[src/rtl/mot_update_sched.sv]
// Periodic four-motor setpoint scheduler: each tick computes per-motor targets from
// the latched altitude/direction command, then slews each mot_set toward it.
module mot_update_sched #(
  parameter int unsigned TICK_DIV = 50,
  parameter logic [15:0] ALT_STEP = 16'd4096,
  parameter logic [15:0] DIR_STEP = 16'd512,
  parameter logic [15:0] SLEW_MAX = 16'd64
) (
  input  logic             clk,
  input  logic             reset,
  input  logic             enable,
  input  logic             cmd_valid,
  output logic             cmd_ready,
  input  logic [2:0]       altcmd,
  input  logic [1:0][2:0]  dircmd,
  input  logic [3:0][15:0] rpm_sense,
  output logic [3:0][15:0] mot_set,
  output logic             busy,
  output logic [1:0]       mot_idx,
  output logic             upd_done
);

  // Wider than the nominal 18 bits so extreme parameter values cannot overflow.
  localparam int CW = 22;
  localparam logic [15:0] TC = 16'(TICK_DIV - 1);

  typedef enum logic [1:0] {IDLE, CALC, UPD, DONE} state_t;

  state_t           state_q, state_d;
  logic [15:0]      cnt_q, cnt_d;
  logic [2:0]       alt_q, alt_d;
  logic [1:0][2:0]  dir_q, dir_d;
  logic [3:0][15:0] tgt_q, tgt_d;
  logic [3:0][15:0] mot_q, mot_d;
  logic [1:0]       idx_q, idx_d;
  logic             busy_q, busy_d;
  logic             ready_q, ready_d;
  logic             done_q, done_d;

  logic                 tick;
  logic signed [CW-1:0] base, p, r, dstep, d0_x, d1_x;
  logic signed [CW-1:0] tgt_x, rpm_x, err, step, slew, sum;

  function automatic logic [15:0] sat16(input logic signed [CW-1:0] v);
    if (v < 0)               return 16'd0;
    else if (v > 22'sd65535) return 16'hFFFF;
    else                     return v[15:0];
  endfunction

  assign tick = (cnt_q == TC) && enable;

  always_comb begin
    base  = $signed({3'b0, 19'(alt_q) * 19'(ALT_STEP)});
    dstep = $signed({6'b0, DIR_STEP});
    d0_x  = $signed({{19{dir_q[0][2]}}, dir_q[0]});
    d1_x  = $signed({{19{dir_q[1][2]}}, dir_q[1]});
    p     = d0_x * dstep;
    r     = d1_x * dstep;

    tgt_x = $signed({6'b0, tgt_q[idx_q]});
    rpm_x = $signed({{6{rpm_sense[idx_q][15]}}, rpm_sense[idx_q]});
    slew  = $signed({6'b0, SLEW_MAX});
    err   = tgt_x - rpm_x;
    if (err > slew)       step = slew;
    else if (err < -slew) step = -slew;
    else                  step = err;
    sum   = $signed({6'b0, mot_q[idx_q]}) + step;
  end

  always_comb begin
    cnt_d   = cnt_q;
    state_d = state_q;
    alt_d   = alt_q;
    dir_d   = dir_q;
    tgt_d   = tgt_q;
    mot_d   = mot_q;
    idx_d   = idx_q;

    if (!enable)          cnt_d = 16'd0;
    else if (cnt_q == TC) cnt_d = 16'd0;
    else                  cnt_d = cnt_q + 16'd1;

    // ready_q mirrors state IDLE, so this is the acceptance handshake.
    if (cmd_valid && ready_q) begin
      alt_d = altcmd;
      dir_d = dircmd;
    end

    case (state_q)
      IDLE: if (tick) state_d = CALC;
      CALC: begin
        tgt_d[0] = sat16(base + p + r);
        tgt_d[1] = sat16(base + p - r);
        tgt_d[2] = sat16(base - p - r);
        tgt_d[3] = sat16(base - p + r);
        idx_d    = 2'd0;
        state_d  = UPD;
      end
      UPD: begin
        mot_d[idx_q] = sat16(sum);
        if (idx_q == 2'd3) begin
          idx_d   = 2'd0;
          state_d = DONE;
        end else begin
          idx_d = idx_q + 2'd1;
        end
      end
      DONE:    state_d = IDLE;
      default: state_d = IDLE;
    endcase

    busy_d  = (state_d != IDLE);
    ready_d = (state_d == IDLE);
    done_d  = (state_d == DONE);
  end

  always_ff @(posedge clk) begin
    if (reset) begin
      state_q <= IDLE;
      cnt_q   <= 16'd0;
      alt_q   <= 3'd0;
      dir_q   <= '0;
      tgt_q   <= '0;
      mot_q   <= '0;
      idx_q   <= 2'd0;
      busy_q  <= 1'b0;
      ready_q <= 1'b1;
      done_q  <= 1'b0;
    end else begin
      state_q <= state_d;
      cnt_q   <= cnt_d;
      alt_q   <= alt_d;
      dir_q   <= dir_d;
      tgt_q   <= tgt_d;
      mot_q   <= mot_d;
      idx_q   <= idx_d;
      busy_q  <= busy_d;
      ready_q <= ready_d;
      done_q  <= done_d;
    end
  end

  assign cmd_ready = ready_q;
  assign busy      = busy_q;
  assign mot_idx   = idx_q;
  assign upd_done  = done_q;
  assign mot_set   = mot_q;

endmodule

[config.mk]
export PLATFORM = sky130hd
export DESIGN_NAME = mot_update_sched
export DESIGN_NICKNAME = d
export VERILOG_FILES = /design/src/rtl/mot_update_sched.sv
export SDC_FILE = /design/constraint.sdc
export NUM_CORES = 1
export LEC_CHECK = 0
export BUFFER_PORTS_ARGS = -buffer_cell sky130_fd_sc_hd__clkbuf_2
export CAP_MARGIN = 10
export CORE_MARGIN = 2
export CORE_UTILIZATION = 50
export CTS_BUF_LIST = sky130_fd_sc_hd__clkbuf_16
export DETAILED_ROUTE_END_ITERATION = 16
export PLACE_DENSITY_LB_ADDON = 0.15
export SLEW_MARGIN = 20
export SYNTH_ARGS = -nofsm -noshare
export SYNTH_HDL_FRONTEND = slang
export SYNTH_SLANG_ARGS = --single-unit
[constraint.sdc]
create_clock -name clk -period 7.69 [get_ports clk]
set_input_delay 0.769 -clock clk [delete_from_list [all_inputs] [get_ports clk]]
set_output_delay 0.769 -clock clk [all_outputs]
set_load 0.05 [all_outputs]
### Word level (Yosys, flattened, before mapping)

Cells that the tools add are included.

| cells by class | value |
|---|---|
| magnitude comparators | 14 |
| bitwise operators | 1 |
| reduce and logical (&&, ||, !) cells | 8 |
| equal/unequal tests | 6 |
| mux-type cells | 27 |
| $add $sub $neg | 10 |

Operator list:

| operator | number |
|---|---|
| $mux W16 | 15 |
| $bmux W16 S2 | 3 |
| $gt A18 B17 Y1 const B | 4 |
| $lt A18 B1 Y1 const B | 4 |
| $bwmux W64 | 1 |
| $mux W22 | 2 |
| $add A17 B12 Y18 | 2 |
| $sub A17 B12 Y18 | 2 |
| $demux W16 S2 | 1 |
| $add A17 B22 Y22 | 1 |
| $gt A22 B17 Y1 const B | 1 |
| $lt A22 B1 Y1 const B | 1 |
| $gt A18 B8 Y1 const B | 1 |
| $lt A18 B7 Y1 const B | 1 |
| $sub A17 B16 Y18 | 1 |
| $add A16 B12 Y17 | 1 |
| $sub A16 B12 Y17 | 1 |
| $add A16 B1 Y16 const B | 1 |
| $eq A16 B6 Y1 const B | 1 |
| $eq A2 B2 Y1 const B | 4 |
| $pmux W2 S4 | 1 |
| $mux W2 | 3 |
| $logic_not A2 Y1 | 2 |
| $pmux W2 S2 | 1 |
| 8 further kinds | 11 |

| storage, ports and cells | value |
|---|---|
| output and inout bits | 69 |
| bits in registers | 160 |
| logic and storage cells | 83 |

### Longest topological paths before layout

| logic depth | value |
|---|---|
| depth after elaboration | 12 |
| mapped depth | 30 |
| depth with buffers taken out | 27 |

### Least setup slack after synthesis

Ideal clock, no wire load.

| timing | value |
|---|---|
| path kind | flip-flop to flip-flop |
| from | reg idx_q[1] (netlist: mot_idx[1]) |
| to | reg mot_q, in the netlist mot_set[2] |
| period minus slack after synthesis | 7.793 ns |
| arrival time | 7.674 ns |
| path slack | -0.103 ns |
| path buffers | 4 |
| required time | 7.571 ns |
| cell stages (with the launch flop) | 29 |
| cells stage by stage | dfxtp_1 > clkbuf_1 > buf_1 > clkbuf_1 > mux4_2 > ha_1 > inv_1 > fa_1 > a21o_1 > a221oi_2 > nor2_1 > or4b_1 > a31o_1 > or4_4 > o21ai_2 > nand2b_1 > nor2_1 > ha_1 > a211oi_1 > o211a_1 > nor2_1 > a311oi_1 > o21ai_0 > or3_1 > a21oi_1 > a211oi_4 > nand2b_1 > buf_4 > o221a_2 |

| between the ends | value |
|---|---|
| longest elaborated chain between the ends | 12 |
| elaborated cells on any way between the ends | 23 |

RTL lines:

| what | line | text |
|---|---|---|
| from (decl) | 35 | `logic [1:0] idx_q, idx_d;` |
| from (signal assigned) | 136 | `idx_q <= idx_d;` |
| $bmux W16 S2, on equally long branches | 60, 61 |  |
| $mux W16, on equally long branches | 60, 61 |  |
| $sub A17 B16 Y18 | 63 | `err = tgt_x - rpm_x;` |
| $lt A18 B7 Y1 | 65 | `else if (err < -slew) step = -slew;` |
| $mux W22 | 65 |  |
| $mux W22 | 64 | `if (err > slew) step = slew;` |
| $add A17 B22 Y22 | 67 | `sum = $signed({6'b0, mot_q[idx_q]}) + step;` |
| $gt A22 B17 Y1 | 46 | `else if (v > 22'sd65535) return 16'hFFFF;` |
| $mux W16 | 46 |  |
| $mux W16 | 45 | `if (v < 0) return 16'd0;` |
| $mux W16 | 89 | `case (state_q)` |
| $bwmux W64 (*) | 100 | `mot_d[idx_q] = sat16(sum);` |
| to (signal assigned) | 135 | `mot_q <= mot_d;` |
| to (decl) | 34 | `logic [3:0][15:0] mot_q, mot_d;` |

Mark *: on every way between the ends. The rest lies on a longest branch, timed or not. The select of a mux whose other input is x is not followed.
A chain may end at the register's enable or synchronous reset.

### Final worst setup path

| timing | value |
|---|---|
| from | reg idx_q[1] (netlist: mot_idx[1]) |
| to | reg mot_q, in the netlist mot_set[55] |

The elaborated chain is that of the path after synthesis.

==> results.md <==
- Status: complete, no violations
- Syn Std Cell Area: 8990 um2
- Slew @ Worst Pin: 1040 ps
- CTS tree: yes
- Root Driver: clkbuf_16
- Post-synth EDFFs: 0
- Initial antenna violation count: 0
- ANT cells: 0
- R2R setup slack: 520 ps
- Type of origin of the critical path: flop
- Vias/cell: 5.88
- Ys async rst share: 0%
- Commonest non-fill, non-tap cell in the layout: clkbuf_2
- Core area: 17800 um2
- Commonest cells after routing, fill and taps aside: 145 x clkbuf_2, 126 x dfxtp_1, 84 x ha_1, 83 x a21oi_1, 77 x nor2_1
- Standard-cell row count: 49
- Die area: 19100 um2
- Main flop type after synthesis: dfxtp_1
- Area delta synth->final: 18.3%
- Yosys warning count: 0
- Num CTS Buffers: 17
- Critical Path RT: 8000 ps
- Area leader, netlist: dfxtp_1
- Multi-input gate area: 6060 um2
- Worst IR drop on VDD: 0.000193 V
- Die Y: 138 um
- Critical setup path kind: flop to flop
- Worst-path clk slew: 60 ps
- Setup violators final: 0
- Count of final max-slew check failures: 0
- Io pins: 146
- Post-route cell area: 10600 um2
- Final Hold Slack: 473 ps
- Syn Area/Cell: 9.15 um2
- Post-layout util: 59.8%
- Max-slew headroom: 30.2%
- Post-Syn Instances: 983
- Reg area: 2560 um2
- Via count: 8030
- Sum Neg Setup Slack: 0 ps
- Post-DP HPWL: 18500 um
- Width of the chip: 138 um
- Post-DP Area: 9980 um2
- Pin count of the biggest net entering global routing: 33
- Hold Path Class: flop to flop
- FMAX: 0.139 GHz
- Flops & latches, synth: 128
- Antenna-violating nets left: 0
- Vias in the first global route: 7669
- Number of max-cap violations: 0
- GRT overflow: 0
- Starting density of the core: 50.6%
- Fill count: 1582
- Violation count after the first detailed-route iteration: 379
- CP Max Fanout: 8
- Crit end category: flop
- RSZ-0062 raised after global routing: false
- Drt total wl: 24200 um
- Arrival @ worst endpoint: 7480 ps
- Total power: 1.79 mW
- Register area share after synthesis: 28.5%
- Clock Skews: 4.67 ps
- Final #Nets: 1292
- First-pass GRT wire length: 39400 um
- Leakage: 4.53 nW
- TritonCTS Sinks: 128
- Layout cells sized above 1: 25.1%
- RePlAce Congestion: 0.954
- Power per standard cell area: 168 nW/um2
- Synth top area cells: dfxtp_1 28%, ha_1 12%, mux4_2 10%
- Syn Nets: 1151
- Period minus WS final: 7170 ps
- Synth unique cells: 65
- DRC: 0
- Depth of the CTS H-tree: 4
- TritonRoute pass-1 iters: 4
- Clock Path Buffers: 2
- Post-synth top area share: 28.5%
- Fin crit share: 93.3%
- Overall Global Routing Usage: 25.0%
- Hold buffers post-CTS: 0
- Port Buffers: 145
- Skew-Pair Late Insertion Delay: 420 ps
- Fin. Hold Viols: 0
- Drt wl/cell: 17.7 um
-- cell families (layout without fill, tap and decap cells) --
kind of cell | Yosys count | after routing | share of synthesized area, %
compound gates | 297 | 298 | 23.2
simple gates | 252 | 252 | 13.9
flops | 128 | 128 | 28.5
buf+inv | 111 | 264 | 4.81
fa+ha+maj | 91 | 91 | 13.2
xor+xnor | 61 | 61 | 5.94
mux | 43 | 43 | 10.4
-- cell usage after synthesis, drive strengths merged, types with 12 or more instances --
| cell type | count |
|---|---|
| a211oi | 12 |
| a21oi | 84 |
| a221o | 20 |
| a31oi | 16 |
| and2 | 14 |
| and3 | 13 |
| clkbuf | 34 |
| dfxtp | 128 |
| ha | 84 |
| inv | 67 |
| mux4 | 40 |
| nand2 | 49 |
| nand2b | 12 |
| nand3 | 31 |
| nor2 | 79 |
| nor2b | 13 |
| o211ai | 12 |
| o21a | 13 |
| o21ai | 53 |
| o221a | 33 |
| xnor2 | 41 |
| xor2 | 20 |
-- registers in the layout, indices dropped and copies added (netlist names) --
| signal | cells |
|---|---|
| tgt_q | 32 |
| cnt_q | 16 |
| state_q | 2 |
| d0_x | 3 |
| busy | 1 |
| cmd_ready | 1 |
| mot_idx | 2 |
| d1_x | 3 |
| alt_q | 3 |
| upd_done | 1 |
| mot_set | 64 |
-- power by group --
| group | internal (mW) | total (mW) | switching, mW |
|---|---|---|---|
| registers | 0.666 | 0.672 | 0.00585 |
| clock network | 0.506 | 0.812 | 0.306 |
| logic | 0.127 | 0.304 | 0.177 |
| total | 1.30 | 1.79 | 0.488 |
-- per-layer routing --
metal	wire, um	global-route usage [%]
met3	1330	4.54
met1	10600	32.2
met4	537	7.95
met2	11700	42.8
met5	0	0
-- final timing paths --
kind                      startpoint                       end  depth (start not counted)
max          mot_idx[1]$_SDFFE_PP0P_  mot_set[55]$_SDFFE_PP0P_                         25
max reg2reg  mot_idx[1]$_SDFFE_PP0P_  mot_set[55]$_SDFFE_PP0P_                         25
min           tgt_q[57]$_SDFFE_PP0N_    tgt_q[57]$_SDFFE_PP0N_                          2
min reg2reg   tgt_q[57]$_SDFFE_PP0N_    tgt_q[57]$_SDFFE_PP0N_                          2
-- area by class of cell --
class / count / area share, %
sequential: 128 / 24.1
clock inverter: 15 / 1.58
inverter: 67 / 2.36
timing repair buffer: 165 / 8.27
tap: 229 / 2.69
multi-input combinational: 745 / 57.0
clock buffer: 17 / 4.00
-- what timing repair did --
item,in CTS,in global routing
buffers inserted,0,1
setup endpoints to repair,0,64
resized for setup,0,10
-- worst max-delay path: stages, from the launching register on --
cell,delay (ps)
dfxtp_2,340
mux4_2,550
inv_1,80
ha_1,150
inv_1,50
fa_1,390
a21o_1,230
a221oi_4,350
nor2_1,130
or4b_1,540
a31o_1,220
or4_4,510
o21ai_4,240
nand2b_1,160
nor2_1,240
ha_1,310
a211oi_2,240
o211a_1,180
nor2_1,90
a311oi_2,390
o21ai_0,200
or3_1,390
a21oi_2,260
a211oi_4,140
nand2b_1,320
o221a_2,340
-- stage by stage --
stage	std cells	worst slack, ps
6_report	1366	516
5_1_grt	1366	49.4
4_1_cts	1364	165
3_5_place_dp	1332	189
3_3_place_gp	1332	330
2_1_floorplan	983	32.8
No activity file was read; power rests on OpenSTA's default activity.
